**src/rtl/pkt_rd_master.sv**
```systemverilog
// pkt_rd_master
//   Reads a byte region [pkt_begin, pkt_end) over an Avalon-MM host port in
//   bursts and pushes the returned words into a downstream FIFO.
//
//   Valid/ready semantics: a read command is offered by holding read high
//   with a stable address/burstcount; it is accepted on the rising edge where
//   read && !waitrequest. Only one burst is outstanding at a time. Each
//   readdatavalid beat seen in WAIT_DATA produces exactly one wr_to_fifo
//   cycle (registered, one clock later); the FIFO has no back-pressure on
//   that path, so almost_full only throttles the issue of new bursts.
//
//   Optional feature: define PKT_RD_4K_SPLIT_EN to stop bursts from crossing
//   a 4 KiB address boundary.
//
// Ports
//   clk, reset                  clock, asynchronous active-high reset
//   rd_start                    start pulse, sampled only while idle
//   pkt_begin, pkt_end          byte region to read
//   almost_full                 downstream FIFO almost full
//   fifo_in, wr_to_fifo         FIFO data word and write strobe
//   fifo_last                   marks the final word of the region
//   rd_ctrl_rdy, err, busy      done pulse, bad-region pulse, not idle
//   address, read, burstcount   Avalon-MM command
//   readdata, readdatavalid     Avalon-MM read response
//   waitrequest                 Avalon-MM command stall
//   state_dbg                   current FSM state (IDLE=0 ISSUE=1 WAIT_DATA=2 DONE=3)

module pkt_rd_master #(
    parameter int DATA_W    = 32,
    parameter int MAX_BURST = 16,
    parameter int ADDR_W    = 32
) (
    input  logic              clk,
    input  logic              reset,
    input  logic              rd_start,
    input  logic [ADDR_W-1:0] pkt_begin,
    input  logic [ADDR_W-1:0] pkt_end,
    input  logic              almost_full,
    output logic [DATA_W-1:0] fifo_in,
    output logic              wr_to_fifo,
    output logic              fifo_last,
    output logic              rd_ctrl_rdy,
    output logic              busy,
    output logic              err,
    output logic [ADDR_W-1:0] address,
    output logic              read,
    output logic [15:0]       burstcount,
    input  logic [DATA_W-1:0] readdata,
    input  logic              readdatavalid,
    input  logic              waitrequest,
    output logic [1:0]        state_dbg
);

    localparam int                BYTES       = DATA_W / 8;
    localparam int                SHIFT       = $clog2(BYTES);
    localparam logic [ADDR_W-1:0] ALIGN_MASK  = ~ADDR_W'(BYTES - 1);
    localparam logic [ADDR_W:0]   ROUND_UP    = (ADDR_W + 1)'(BYTES - 1);
    localparam logic [15:0]       MAX_BURST_W = 16'(MAX_BURST);

    typedef enum logic [1:0] {
        IDLE      = 2'd0,
        ISSUE     = 2'd1,
        WAIT_DATA = 2'd2,
        DONE      = 2'd3
    } state_t;

    state_t state, next_state;

    logic [ADDR_W-1:0] cur_addr;
    logic [15:0]       words_left;
    logic [15:0]       beat_cnt;

    logic [ADDR_W-1:0] aligned_begin;
    logic [ADDR_W:0]   span_bytes;
    logic [15:0]       total_words;
    logic              region_empty;
    logic              region_bad;
    logic              last_beat;
    logic [15:0]       burst_len;

    assign state_dbg = state;

    // Region decode from the live inputs; only consumed on the rd_start cycle.
    // The extra top bit keeps the round-up add from wrapping.
    always_comb begin
        aligned_begin = pkt_begin & ALIGN_MASK;
        span_bytes    = {1'b0, pkt_end - aligned_begin} + ROUND_UP;
        total_words   = 16'(span_bytes >> SHIFT);
        region_empty  = (pkt_end == pkt_begin);
        region_bad    = (pkt_end < pkt_begin);
    end

`ifdef PKT_RD_4K_SPLIT_EN
    logic [15:0] to_boundary;
`endif

    // Length of the next burst. cur_addr is always word aligned, so the
    // distance to the next 4 KiB boundary is an exact number of words.
    always_comb begin
        burst_len = (words_left > MAX_BURST_W) ? MAX_BURST_W : words_left;
`ifdef PKT_RD_4K_SPLIT_EN
        to_boundary = 16'((13'h1000 - {1'b0, cur_addr[11:0]}) >> SHIFT);
        if (to_boundary < burst_len) begin
            burst_len = to_boundary;
        end
`endif
    end

    assign last_beat = (state == WAIT_DATA) && readdatavalid &&
                       ((beat_cnt + 16'd1) == burstcount);

    always_ff @(posedge clk or posedge reset) begin
        if (reset) begin
            state <= IDLE;
        end else begin
            state <= next_state;
        end
    end

    always_comb begin
        next_state = state;
        case (state)
            IDLE: begin
                if (rd_start) begin
                    next_state = (region_empty || region_bad) ? DONE : ISSUE;
                end
            end
            ISSUE: begin
                if (read && !waitrequest) begin
                    next_state = WAIT_DATA;
                end
            end
            WAIT_DATA: begin
                if (last_beat) begin
                    next_state = (words_left == 16'd1) ? DONE : ISSUE;
                end
            end
            DONE: begin
                next_state = IDLE;
            end
            default: begin
                next_state = IDLE;
            end
        endcase
    end

    always_ff @(posedge clk or posedge reset) begin
        if (reset) begin
            read        <= 1'b0;
            address     <= '0;
            burstcount  <= '0;
            fifo_in     <= '0;
            wr_to_fifo  <= 1'b0;
            fifo_last   <= 1'b0;
            rd_ctrl_rdy <= 1'b0;
            err         <= 1'b0;
            busy        <= 1'b0;
            cur_addr    <= '0;
            words_left  <= '0;
            beat_cnt    <= '0;
        end else begin
            wr_to_fifo  <= 1'b0;
            fifo_last   <= 1'b0;
            rd_ctrl_rdy <= (next_state == DONE);
            err         <= 1'b0;
            busy        <= (next_state != IDLE);

            case (state)
                IDLE: begin
                    if (rd_start) begin
                        cur_addr   <= aligned_begin;
                        words_left <= (region_empty || region_bad) ? 16'd0 : total_words;
                        beat_cnt   <= '0;
                        err        <= region_bad;
                    end
                end
                ISSUE: begin
                    // Command fields are loaded only when read rises, so they
                    // stay frozen for as long as waitrequest stalls us.
                    if (!read) begin
                        if (!almost_full) begin
                            read       <= 1'b1;
                            address    <= cur_addr;
                            burstcount <= burst_len;
                        end
                    end else if (!waitrequest) begin
                        read <= 1'b0;
                    end
                end
                WAIT_DATA: begin
                    if (readdatavalid) begin
                        fifo_in    <= readdata;
                        wr_to_fifo <= 1'b1;
                        fifo_last  <= (words_left == 16'd1);
                        words_left <= words_left - 16'd1;
                        if (last_beat) begin
                            beat_cnt <= '0;
                            cur_addr <= cur_addr + (ADDR_W'(burstcount) << SHIFT);
                        end else begin
                            beat_cnt <= beat_cnt + 16'd1;
                        end
                    end
                end
                default: begin
                end
            endcase
        end
    end

endmodule

```
**config.mk**
```make
export PLATFORM = sky130hd
export DESIGN_NAME = pkt_rd_master
export DESIGN_NICKNAME = d
export VERILOG_FILES = /design/src/rtl/pkt_rd_master.sv
export SDC_FILE = /design/constraint.sdc
export NUM_CORES = 1
export LEC_CHECK = 0
export BUFFER_PORTS_ARGS = -buffer_cell sky130_fd_sc_hd__buf_4
export CAP_MARGIN = 20
export CORE_MARGIN = 4
export CORE_UTILIZATION = 60
export CTS_CLUSTER_DIAMETER = 100
export DETAILED_ROUTE_END_ITERATION = 8
export GPL_TIMING_DRIVEN = 0
export HOLD_SLACK_MARGIN = 0.03
export PLACE_DENSITY = 0.87
export SETUP_SLACK_MARGIN = 0.05
export SYNTH_ARGS = -nofsm -noshare
export SYNTH_HDL_FRONTEND = slang
export SYNTH_SLANG_ARGS = --single-unit
export TNS_END_PERCENT = 50
```
**constraint.sdc**
```tcl
create_clock -name clk -period 7.4 [get_ports clk]
set_clock_uncertainty 0.05 [all_clocks]
set_input_delay 0.74 -clock clk [delete_from_list [all_inputs] [get_ports clk]]
set_output_delay 0.74 -clock clk [all_outputs]
set_load 0.005 [all_outputs]
```
==> Word-level counts from Yosys, hierarchy flattened <==
Index checks and enable logic that the tools add are counted.
{ "op_classes": {"n_addsub": 5, "n_lt_le_gt_ge": 2, "n_eq_ne": 10, "n_mux": 28, "bitwise_logic": 2, "reduce_logical": 12} }
{ "op_table": {"columns": ["operator", "n"], "rows": [
  ["$mux 16", 7],
  ["$mux 32", 3],
  ["$pmux 16 s2", 2],
  ["$pmux 32 s2", 1],
  ["$add 32x18->32", 1],
  ["$eq 32x32->1", 1],
  ["$lt 32x32->1", 1],
  ["$add 18x2->18 const B", 1],
  ["$sub 18x18->18", 1],
  ["$add 16x1->16 const B", 1],
  ["$eq 16x1->1 const B", 1],
  ["$eq 16x16->1", 1],
  ["$gt 16x5->1 const B", 1],
  ["$sub 16x1->16 const B", 1],
  ["$mux 2", 5],
  ["$mux 1", 9],
  ["$pmux 2 s4", 1],
  ["$eq 2x2->1 const B", 3],
  ["$ne 2x2->1 const B", 3],
  ["$reduce_and 3->1", 2],
  ["$reduce_and 4->1", 1],
  ["$reduce_bool 2->1", 2],
  ["$logic_and 1x1->1", 3],
  ["$eq 2x1->1 const B", 1],
  ["other kinds (5)", 6]
]} }
{ "word_totals": {"register_bits": 152, "inputBits": 102, "out_inout_bits": 88, "word_cells": 72} }

==> Longest topological paths before layout <==
Gate-level depths: netlist (run 1).
{ "logic_depth": {"word_depth": 6, "mapped_depth": 13, "ltp_nobuf": 12} }

==> Worst setup path before layout (run 1) <==
Ideal clock, no wire load.
{ "synth_path": {"kind": "input -> register", "start": "input pkt_begin[4]", "end": "register words_left[15]", "setup_time_ns": 0.135, "t_arrival_ns": 2.988, "required_time_ns": 7.215, "path_slack_ns": 4.226, "stages": 11, "path_cell_list": "inv_1 -> ha_1 -> fa_1 -> and3_1 -> a21oi_1 -> nand3_1 -> a31oi_1 -> o311ai_0 -> o31ai_1 -> xnor2_1 -> o21ai_0"} }
{ "synth_via": {"elab_chain_cells": 5} }
{ "synth_lines": {"columns": ["item", "line_no", "text"], "rows": [
  ["from (decl)", "36", "input logic [ADDR_W-1:0] pkt_begin,"],
  ["$sub 18x18->18 (tied with other cells)", "87", "span_bytes = {1'b0, pkt_end - aligned_begin} + ROUND_UP;"],
  ["$add 18x2->18 / $logic_or 1x1->1 (equally long branches)", "87, 172", null],
  ["$mux 16 (*)", "172", "words_left <= (region_empty || region_bad) ? 16'd0 : total_words;"],
  ["$mux 16 (*)", "170", "if (rd_start) begin"],
  ["$pmux 16 s2 (*)", "168", "case (state)"],
  ["to (signal assigned)", "172", null],
  ["to (signal assigned)", "195", "words_left <= words_left - 16'd1;"],
  ["to (decl)", "70", "logic [15:0] words_left;"]
]} }
Every way passes the cells marked *; elsewhere a longest branch is shown, timed or not. The select of a mux whose other input is x is not followed.
A chain may end at the register's enable or synchronous reset.

==> Worst setup path in the final report (run 1) <==
{ "layout_path": {"start": "register beat_cnt[0]", "end": "register cur_addr[28]"} }
{ "layout_via": {"elab_chain_cells": 5} }
{ "layout_lines": {"columns": ["item", "line_no", "text"], "rows": [
  ["from (decl)", "71", "logic [15:0] beat_cnt;"],
  ["from (signal assigned)", "200", "beat_cnt <= beat_cnt + 16'd1;"],
  ["$add 16x1->16", "110", "((beat_cnt + 16'd1) == burstcount);"],
  ["$eq 16x16->1", "110", null],
  ["$logic_and 1x1->1", "109", "assign last_beat = (state == WAIT_DATA) && readdatavalid &&"],
  ["$ne 2x2->1 (no source line)", null, null],
  ["$reduce_and 4->1 (no source line)", null, null],
  ["to (signal assigned)", "171", "cur_addr <= aligned_begin;"],
  ["to (signal assigned)", "198", "cur_addr <= cur_addr + (ADDR_W'(burstcount) << SHIFT);"],
  ["to (decl)", "69", "logic [ADDR_W-1:0] cur_addr;"]
]} }
Every way passes these cells.

==> flow_metrics.py, run 1 <==
metrics = {
    "floorplan": {
        "die_h_um": 133,
        "die_x_um": 133,
        "num_rows": 45,
        "io_pins": 190,
        "fp.coreArea_mm2": 0.0152,
        "start_util_pct": 61.2,
        "die_area_mm2": 0.0176,
    },
    "timing": {
        "worst_pin_slew_ns": 0.926,
        "report.final.slew_viol_count": 0,
        "timing.fmax_mhz": 276,
        "rsz0062_at_grt": "false",
        "fin_crit_sh_pct": 49.0,
        "relSlewSlack_pct": 38.2,
        "setup_ws_ns": 3.78,
        "tns_ns": 0,
        "fin_crit_ns": 3.62,
        "setup_viol": 0,
        "hold_violations": 0,
    },
    "power": {
        "combinationalPowerShare_pct": 41.7,
        "p_switching_mw": 1.51,
        "power.internal_mw": 2.30,
        "p_clk_share_pct": 22.7,
        "leakage_nw": 5.70,
        "p_per_area_mw_per_mm2": 329,
        "p_seq_share_pct": 35.6,
        "ir_worst_vdd_uv": 212,
        "swShare_pct": 39.5,
    },
    "synth": {
        "synth_compound_area_share_pct": 17.9,
        "ys_seq_elements": 148,
        "synth_fa_ha_area_share_pct": 10.9,
        "synth-simple-area-share_pct": 21.5,
        "synthTopCellsByCount": "254 x nand2_1, 148 x dfrtp_1, 67 x ha_1",
        "synth_top_family_by_area": "simple AND/OR/NAND/NOR gates",
        "synthCells": 1079,
        "synth_top_area_cell": "dfrtp_1",
        "async_flop_share_pct": 100,
        "syn_area_mm2": 0.00931,
        "yosys-top-cells-area": "dfrtp_1 40%, nand2_1 10%, ha_1 9.0%, xnor2_1 3.6%, a21oi_1 3.5%",
        "muxShareOfSynthArea_pct": 0.336,
        "synthFlopType": "dfrtp_1",
        "synth_xor_area_share_pct": 4.61,
        "synth_edf_count": 0,
        "synth_top_area_share_pct": 39.8,
        "postSynthAreaPerCell_um2": 8.63,
        "yosys_warnings": 0,
        "synth.most_common_cell": "nand2_1",
        "seq_area_frac_synth_pct": 39.8,
        "ys_types": 72,
    },
    "drt": {
        "first_iter_violations": 802,
        "wire_per_inst_um": 18.2,
        "post-route-drc-count": 0,
        "first_pass_iters": 6,
        "drt_wl_total_um": 27100,
        "vias_per_cell": 5.98,
        "drtAntennaViolNets": 0,
        "vias": 8898,
    },
    "setup_path": {
        "crit_buf_inv": 2,
        "crit_top_cell": "a21oi_1",
        "max_stage_delay_ns": 0.53,
        "r2r_slack_ns": 3.78,
        "reg2reg_from": "beat_cnt[0]$_DFFE_PP0P_",
        "worstSetupEndpointType": "register",
        "start_kind": "register",
        "cp_cell_sequence": "ha_1 -> clkbuf_1 -> nand2_1 -> or3b_2 -> o32a_1 -> a31oi_1 -> nand4_4 -> o21ai_4 -> buf_2 -> a21oi_1 -> a21oi_1",
        "reg2reg_to": "cur_addr[28]$_DFFE_PP0P_",
        "cp_top_family": "compound AO/OA/AOI/OAI gates",
        "crit_slowest_cell": "or3b_2",
        "worstSetupStartpoint": "beat_cnt[0]$_DFFE_PP0P_",
        "r2r_cells": 11,
        "cp.depth": 11,
        "crit_fanout": 10,
        "cp.arrival_ns": 3.93,
        "crit_end": "cur_addr[28]$_DFFE_PP0P_",
        "critPathRequiredTime_ns": 7.71,
        "crit_type": "register to register",
    },
    "finish": {
        "area_growth_pct": 24.3,
        "nets": 1465,
        "drive_above_1_share_pct": 19.6,
        "nFillCells": 1136,
        "diodes": 0,
        "fin_util_pct": 76.1,
    },
    "cts": {
        "clock-root-buffer": "clkbuf_16",
        "numCtsBuffers": 17,
        "cts_hold_buf": 0,
        "h-tree-depth": 4,
        "clockBufferDepth": 2,
        "cts.reportedPaths.clkPinSlew_ns": 0.07,
        "post_cts_buffers": 0,
        "cts_tree": "yes",
        "ctsResizeCount": 0,
        "cts_sinks": 148,
        "clkLatencyLatePin_ns": 0.44,
    },
    "placement": {
        "pre_cts_ws_ns": 3.78,
        "io_buffers": 187,
        "dpl.hpwl_um": 20500,
        "gp_congestion": 0.944,
    },
    "global_route": {
        "antenna_found_initial": 0,
        "grt_pass1_wl_um": 43700,
        "grt_max_degree": 82,
        "grtUsageTotal_pct": 30.9,
        "overflow": 0,
        "grt_pass1_vias": 8618,
    },
    "worst_hold_path": {
        "hp-class": "primary input to asynchronous set/reset pin",
    },
    "status": {
        "status": "finished, final reports clean",
    },
    "run": {
        "maxCapViolations": 0,
    },
}
-- power groups by stage --
stage | Combinational (mW) | Sequential [mW] | Clock, mW
CTS | 1.58 | 1.35 | 0.866
detailed placement | 1.55 | 1.36 | 0
floorplan | 0.923 | 1.31 | 0
global route | 1.75 | 1.39 | 0.899
global placement | 1.50 | 1.34 | 0
finish | 1.59 | 1.35 | 0.864
-- flip-flops by register name, indices dropped and copies added (netlist names) --
| register | flops |
|---|---|
| busy | 1 |
| wr_to_fifo | 1 |
| address | 30 |
| err | 1 |
| burstcount | 16 |
| read | 1 |
| fifo_in | 32 |
| beat_cnt | 16 |
| rd_ctrl_rdy | 1 |
| state_dbg | 2 |
| words_left | 16 |
| fifo_last | 1 |
| cur_addr | 30 |
-- how the worst min path moves through the flow --
stage / startpoint / to / slack (ns) / cells after the start
3_3_place_gp: fifo_in[30]$_DFFE_PP0P_ / fifo_in[30]$_DFFE_PP0P_ / 0.41 / 2
4_1_cts: reset / fifo_in[30]$_DFFE_PP0P_ / 0.37 / 2
2_1_floorplan: cur_addr[29]$_DFFE_PP0P_ / address[29]$_DFFE_PP0P_ / 0.40 / 2
6_report: reset / fifo_in[6]$_DFFE_PP0P_ / 0.35 / 2
5_1_grt: reset / fifo_in[6]$_DFFE_PP0P_ / 0.39 / 2
3_5_place_dp: fifo_in[26]$_DFFE_PP0P_ / fifo_in[26]$_DFFE_PP0P_ / 0.41 / 2
-- routing by layer --
metal	up-vias	GRT usage [%]	routed length (um)
li1	4174	-	-
met1	4185	39.3	10900
met5	-	0	0
met4	0	11.6	868
met2	463	51.5	12900
met3	76	7.45	2460
-- layout by cell type (no fill, tap or decap), types with 4 or more instances in the layout --
cell and count:
nand2_1 254, buf_4 190, dfrtp_1 148, ha_1 67, a21oi_1 66, o21ai_0 57, inv_1 55, nor2_1 50
xnor2_1 38, clkbuf_1 36, a31oi_1 25, nand3_1 22, nor3_1 17, clkbuf_16 17, nand2b_1 15, and2_1 15
a21o_1 14, or3_1 12, xor2_1 11, nor4_1 11, o21a_1 11, o31ai_1 10, buf_2 9, o22ai_1 9
fa_1 9, and3_1 8, nand4_1 7, a211oi_1 7, o221ai_1 6, a22o_1 6, nor2b_1 5, o21bai_1 5
inv_6 5, or2_2 4, o22a_1 4, clkinvlp_4 4
-- through the flow --
step / cells / power, mW / cell area, um2 / hold slack (ns)
2_1_floorplan: 1080 / 2.24 / 9310 / 0.404
3_3_place_gp: 1455 / 2.84 / 11000 / 0.409
3_5_place_dp: 1456 / 2.91 / 11000 / 0.413
4_1_cts: 1487 / 3.79 / 11600 / 0.368
5_1_grt: 1487 / 4.05 / 11600 / 0.394
6_report: 1487 / 3.81 / 11600 / 0.347
-- cell type report --
class | count | area (um2) | area share [%]
clock inverter | 13 | 148 | 1.28
timing repair buffer | 188 | 1430 | 12.4
clock buffer | 18 | 439 | 3.80
buffer | 52 | 240 | 2.08
sequential | 148 | 3700 | 32.0
multi-input combinational | 824 | 5160 | 44.6
inverter | 56 | 215 | 1.86
tap | 188 | 235 | 2.03
-- logic make-up after synthesis --
kind of cell / after synthesis
AND/OR/NAND/NOR: 439
other: 1
XOR/XNOR: 49
multiplexers: 3
adder cells (fa/ha/maj): 76
buffers and inverters: 108
AO/OA/AOI/OAI: 255
flip-flops: 148
Power figures use the tool's default switching activity.
==> inputs of run 2 (changes only) <==
--- a/config.mk
+++ b/config.mk
@@ -8,12 +8,12 @@
 export BUFFER_PORTS_ARGS = -buffer_cell sky130_fd_sc_hd__buf_4
 export CAP_MARGIN = 20
 export CORE_MARGIN = 4
-export CORE_UTILIZATION = 60
+export CORE_UTILIZATION = 51
 export CTS_CLUSTER_DIAMETER = 100
 export DETAILED_ROUTE_END_ITERATION = 8
 export GPL_TIMING_DRIVEN = 0
 export HOLD_SLACK_MARGIN = 0.03
-export PLACE_DENSITY = 0.87
+export PLACE_DENSITY = 0.79
 export SETUP_SLACK_MARGIN = 0.05
 export SYNTH_ARGS = -nofsm -noshare
 export SYNTH_HDL_FRONTEND = slang
==> constraint.sdc (replaced) <==
create_clock -name clk -period 3.1 [get_ports clk]
set_clock_uncertainty 0.05 [all_clocks]
set_input_delay 0.31 -clock clk [delete_from_list [all_inputs] [get_ports clk]]
set_output_delay 0.31 -clock clk [all_outputs]
set_load 0.005 [all_outputs]
==> run 2 against run 1 <==
Compared with the run above: non-clock buffer count is 40 higher; routed wire length is 3.4% higher; clock power rose by 150%.
==> flow_metrics.py, run 2 (synthesized netlist as in run 1, its figures left out) <==
metrics = {
    "global_route": {
        "grt_max_degree": 40,
        "grtUsageTotal_pct": 26.7,
        "overflow": 0,
        "grt_pass1_wl_um": 43200,
        "antenna_found_initial": 0,
        "grt_pass1_vias": 8646,
    },
    "timing": {
        "worst_pin_slew_ns": 0.809,
        "fin_crit_ns": 3.03,
        "timing.fmax_mhz": 331,
        "setup_viol": 0,
        "hold_violations": 0,
        "fin_crit_sh_pct": 97.6,
        "report.final.slew_viol_count": 0,
        "setup_ws_ns": 0.0746,
        "rsz0062_at_grt": "true",
        "relSlewSlack_pct": 46.1,
        "hold_ws_ns": 0.0428,
    },
    "cts": {
        "cts_sinks": 148,
        "numCtsBuffers": 17,
        "clock-root-buffer": "clkbuf_16",
        "cts.reportedPaths.clkPinSlew_ns": 0.06,
        "h-tree-depth": 4,
        "cts_tree": "yes",
        "clkLatencyLatePin_ns": 0.43,
        "clockBufferDepth": 2,
    },
    "drt": {
        "post-route-drc-count": 0,
        "vias": 8918,
        "vias_per_cell": 5.69,
        "drt_wl_total_um": 28000,
        "first_pass_iters": 6,
        "wire_per_inst_um": 17.9,
        "first_iter_violations": 735,
        "drtAntennaViolNets": 0,
    },
    "placement": {
        "post-place-cells": 1500,
        "place_area_mm2": 0.0111,
        "gp_congestion": 0.965,
        "dpl.hpwl_um": 20900,
        "io_buffers": 187,
        "pre_cts_ws_ns": -0.423,
    },
    "finish": {
        "ff_latch_area_mm2": 0.00371,
        "mostFrequentLayoutCell": "nand2_1",
        "fin_util_pct": 68.6,
        "fin_area_mm2": 0.0123,
        "drive_above_1_share_pct": 23.0,
        "nets": 1505,
        "layout_common_cells": "253 x nand2_1, 205 x buf_4, 144 x dfrtp_1, 66 x ha_1, 58 x a21oi_1",
        "area_growth_pct": 32.3,
        "nFillCells": 1417,
        "stdcell_count": 1568,
        "multi_input_area_mm2": 0.00537,
        "top_register": "fifo_in",
        "top_regs": "fifo_in x32, address x30, cur_addr x30",
        "diodes": 0,
        "largest_reg_flops": 32,
    },
    "setup_path": {
        "reg2reg_from": "beat_cnt[0]$_DFFE_PP0P_",
        "r2r_slack_ns": 0.07,
        "crit_fanout": 10,
        "start_kind": "register",
        "crit_buf_inv": 3,
        "cp.arrival_ns": 3.29,
        "critPathRequiredTime_ns": 3.36,
        "cp_top_family": "simple AND/OR/NAND/NOR gates",
        "crit_type": "register to register",
        "worstSetupEndpointType": "register",
        "crit_slowest_cell": "or4_4",
        "reg2reg_to": "beat_cnt[0]$_DFFE_PP0P_",
        "cp_cell_sequence": "buf_4 -> nand3_2 -> or4_4 -> or3_4 -> a22oi_2 -> nand4_4 -> o21a_1 -> buf_6 -> buf_12 -> mux2_2",
        "r2r_cells": 10,
        "max_stage_delay_ns": 0.55,
    },
    "floorplan": {
        "die_x_um": 143,
        "start_util_pct": 51.8,
        "io_pins": 190,
        "num_rows": 49,
        "die_area_mm2": 0.0205,
        "fp.coreArea_mm2": 0.0180,
        "die_h_um": 143,
    },
    "power": {
        "power.internal_mw": 5.71,
        "p_switching_mw": 3.59,
        "combinationalPowerShare_pct": 42.0,
        "p_clk_share_pct": 23.1,
        "swShare_pct": 38.6,
        "p_seq_share_pct": 35.0,
        "ir_worst_vdd_uv": 494,
        "p_per_area_mw_per_mm2": 755,
        "leakage_nw": 5.99,
    },
    "worst_hold_path": {
        "min_to": "fifo_in[30]$_DFFE_PP0P_",
        "hold_depth": 3,
        "hp-class": "primary input to register",
        "min_from": "readdata[30]",
    },
    "status": {
        "status": "finished, final reports clean",
    },
    "run": {
        "maxCapViolations": 0,
    },
}
## run 2: changes by cell type in the layout (fill, tap and decap cells not counted), sizes merged
cell / before / now
inv: 60 / 56
buf: 204 / 220
bufinv: 2 / 3
dlygate4sd3: 0 / 25
clkinvlp: 4 / 6
clkinv: 3 / 2
clkbuf: 54 / 55
## run 2: worst register-to-register path, stage by stage (launching register included)
cell	delay (ns)
dfrtp_2	0.41
buf_4	0.13
nand3_2	0.08
or4_4	0.55
or3_4	0.40
a22oi_2	0.20
nand4_4	0.23
o21a_1	0.30
buf_6	0.16
buf_12	0.15
mux2_2	0.25
## run 2: final cells by class
class	instances	area share, %
Multi-Input combinational cell	824	43.6
Sequential cell	148	30.1
Timing Repair Buffer	232	15.1
Clock buffer	20	3.79
Tap cell	229	2.33
Buffer	48	2.17
Inverter	56	1.74
Clock inverter	11	1.22
## run 2: worst max path at each step
stage	from	slack [ns]	depth (start not counted)	endpoint
finish	beat_cnt[0]$_DFFE_PP0P_	0.07	10	beat_cnt[0]$_DFFE_PP0P_
global route	beat_cnt[0]$_DFFE_PP0P_	-0.005	11	beat_cnt[0]$_DFFE_PP0P_
CTS	burstcount[0]$_DFFE_PP0P_	0.05	11	cur_addr[28]$_DFFE_PP0P_
detailed placement	burstcount[0]$_DFFE_PP0P_	-0.42	11	cur_addr[30]$_DFFE_PP0P_
global placement	burstcount[0]$_DFFE_PP0P_	-0.39	11	cur_addr[30]$_DFFE_PP0P_
floorplan	beat_cnt[0]$_DFFE_PP0P_	0.12	11	beat_cnt[0]$_DFFE_PP0P_
## run 2: timing repair
item,4_1_cts,5_1_grt
setup buffers,3,12
pin swaps,3,16
endpoints found under the hold margin,39,0
resized for setup,16,49
gates cloned,0,1
hold buffers,25,0
setup endpoints to repair,48,55
## run 2: metrics by stage
step,power [mW],setup TNS (ns)
2_1_floorplan,5.34,0
3_3_place_gp,6.81,-11.21
3_5_place_dp,6.92,-12.05
4_1_cts,9.15,0
5_1_grt,9.91,-0.00475
6_report,9.30,0
## run 2: power groups by stage
stage	clock network (mW)	registers, mW	logic [mW]
2_1_floorplan	0	3.13	2.20
3_5_place_dp	0	3.23	3.69
6_report	2.14	3.25	3.90
4_1_cts	2.16	3.20	3.78
3_3_place_gp	0	3.20	3.60
5_1_grt	2.24	3.32	4.34
## run 2: metal layers
metal	global-route usage [%]	share of wire [%]	vias up	wire, um
met1	33.5	40	4172	11100
met3	4.89	8.6	74	2420
met4	10.7	3.4	0	963
met5	0	0	-	0
met2	45.6	48	431	13500
li1	-	-	4241	-
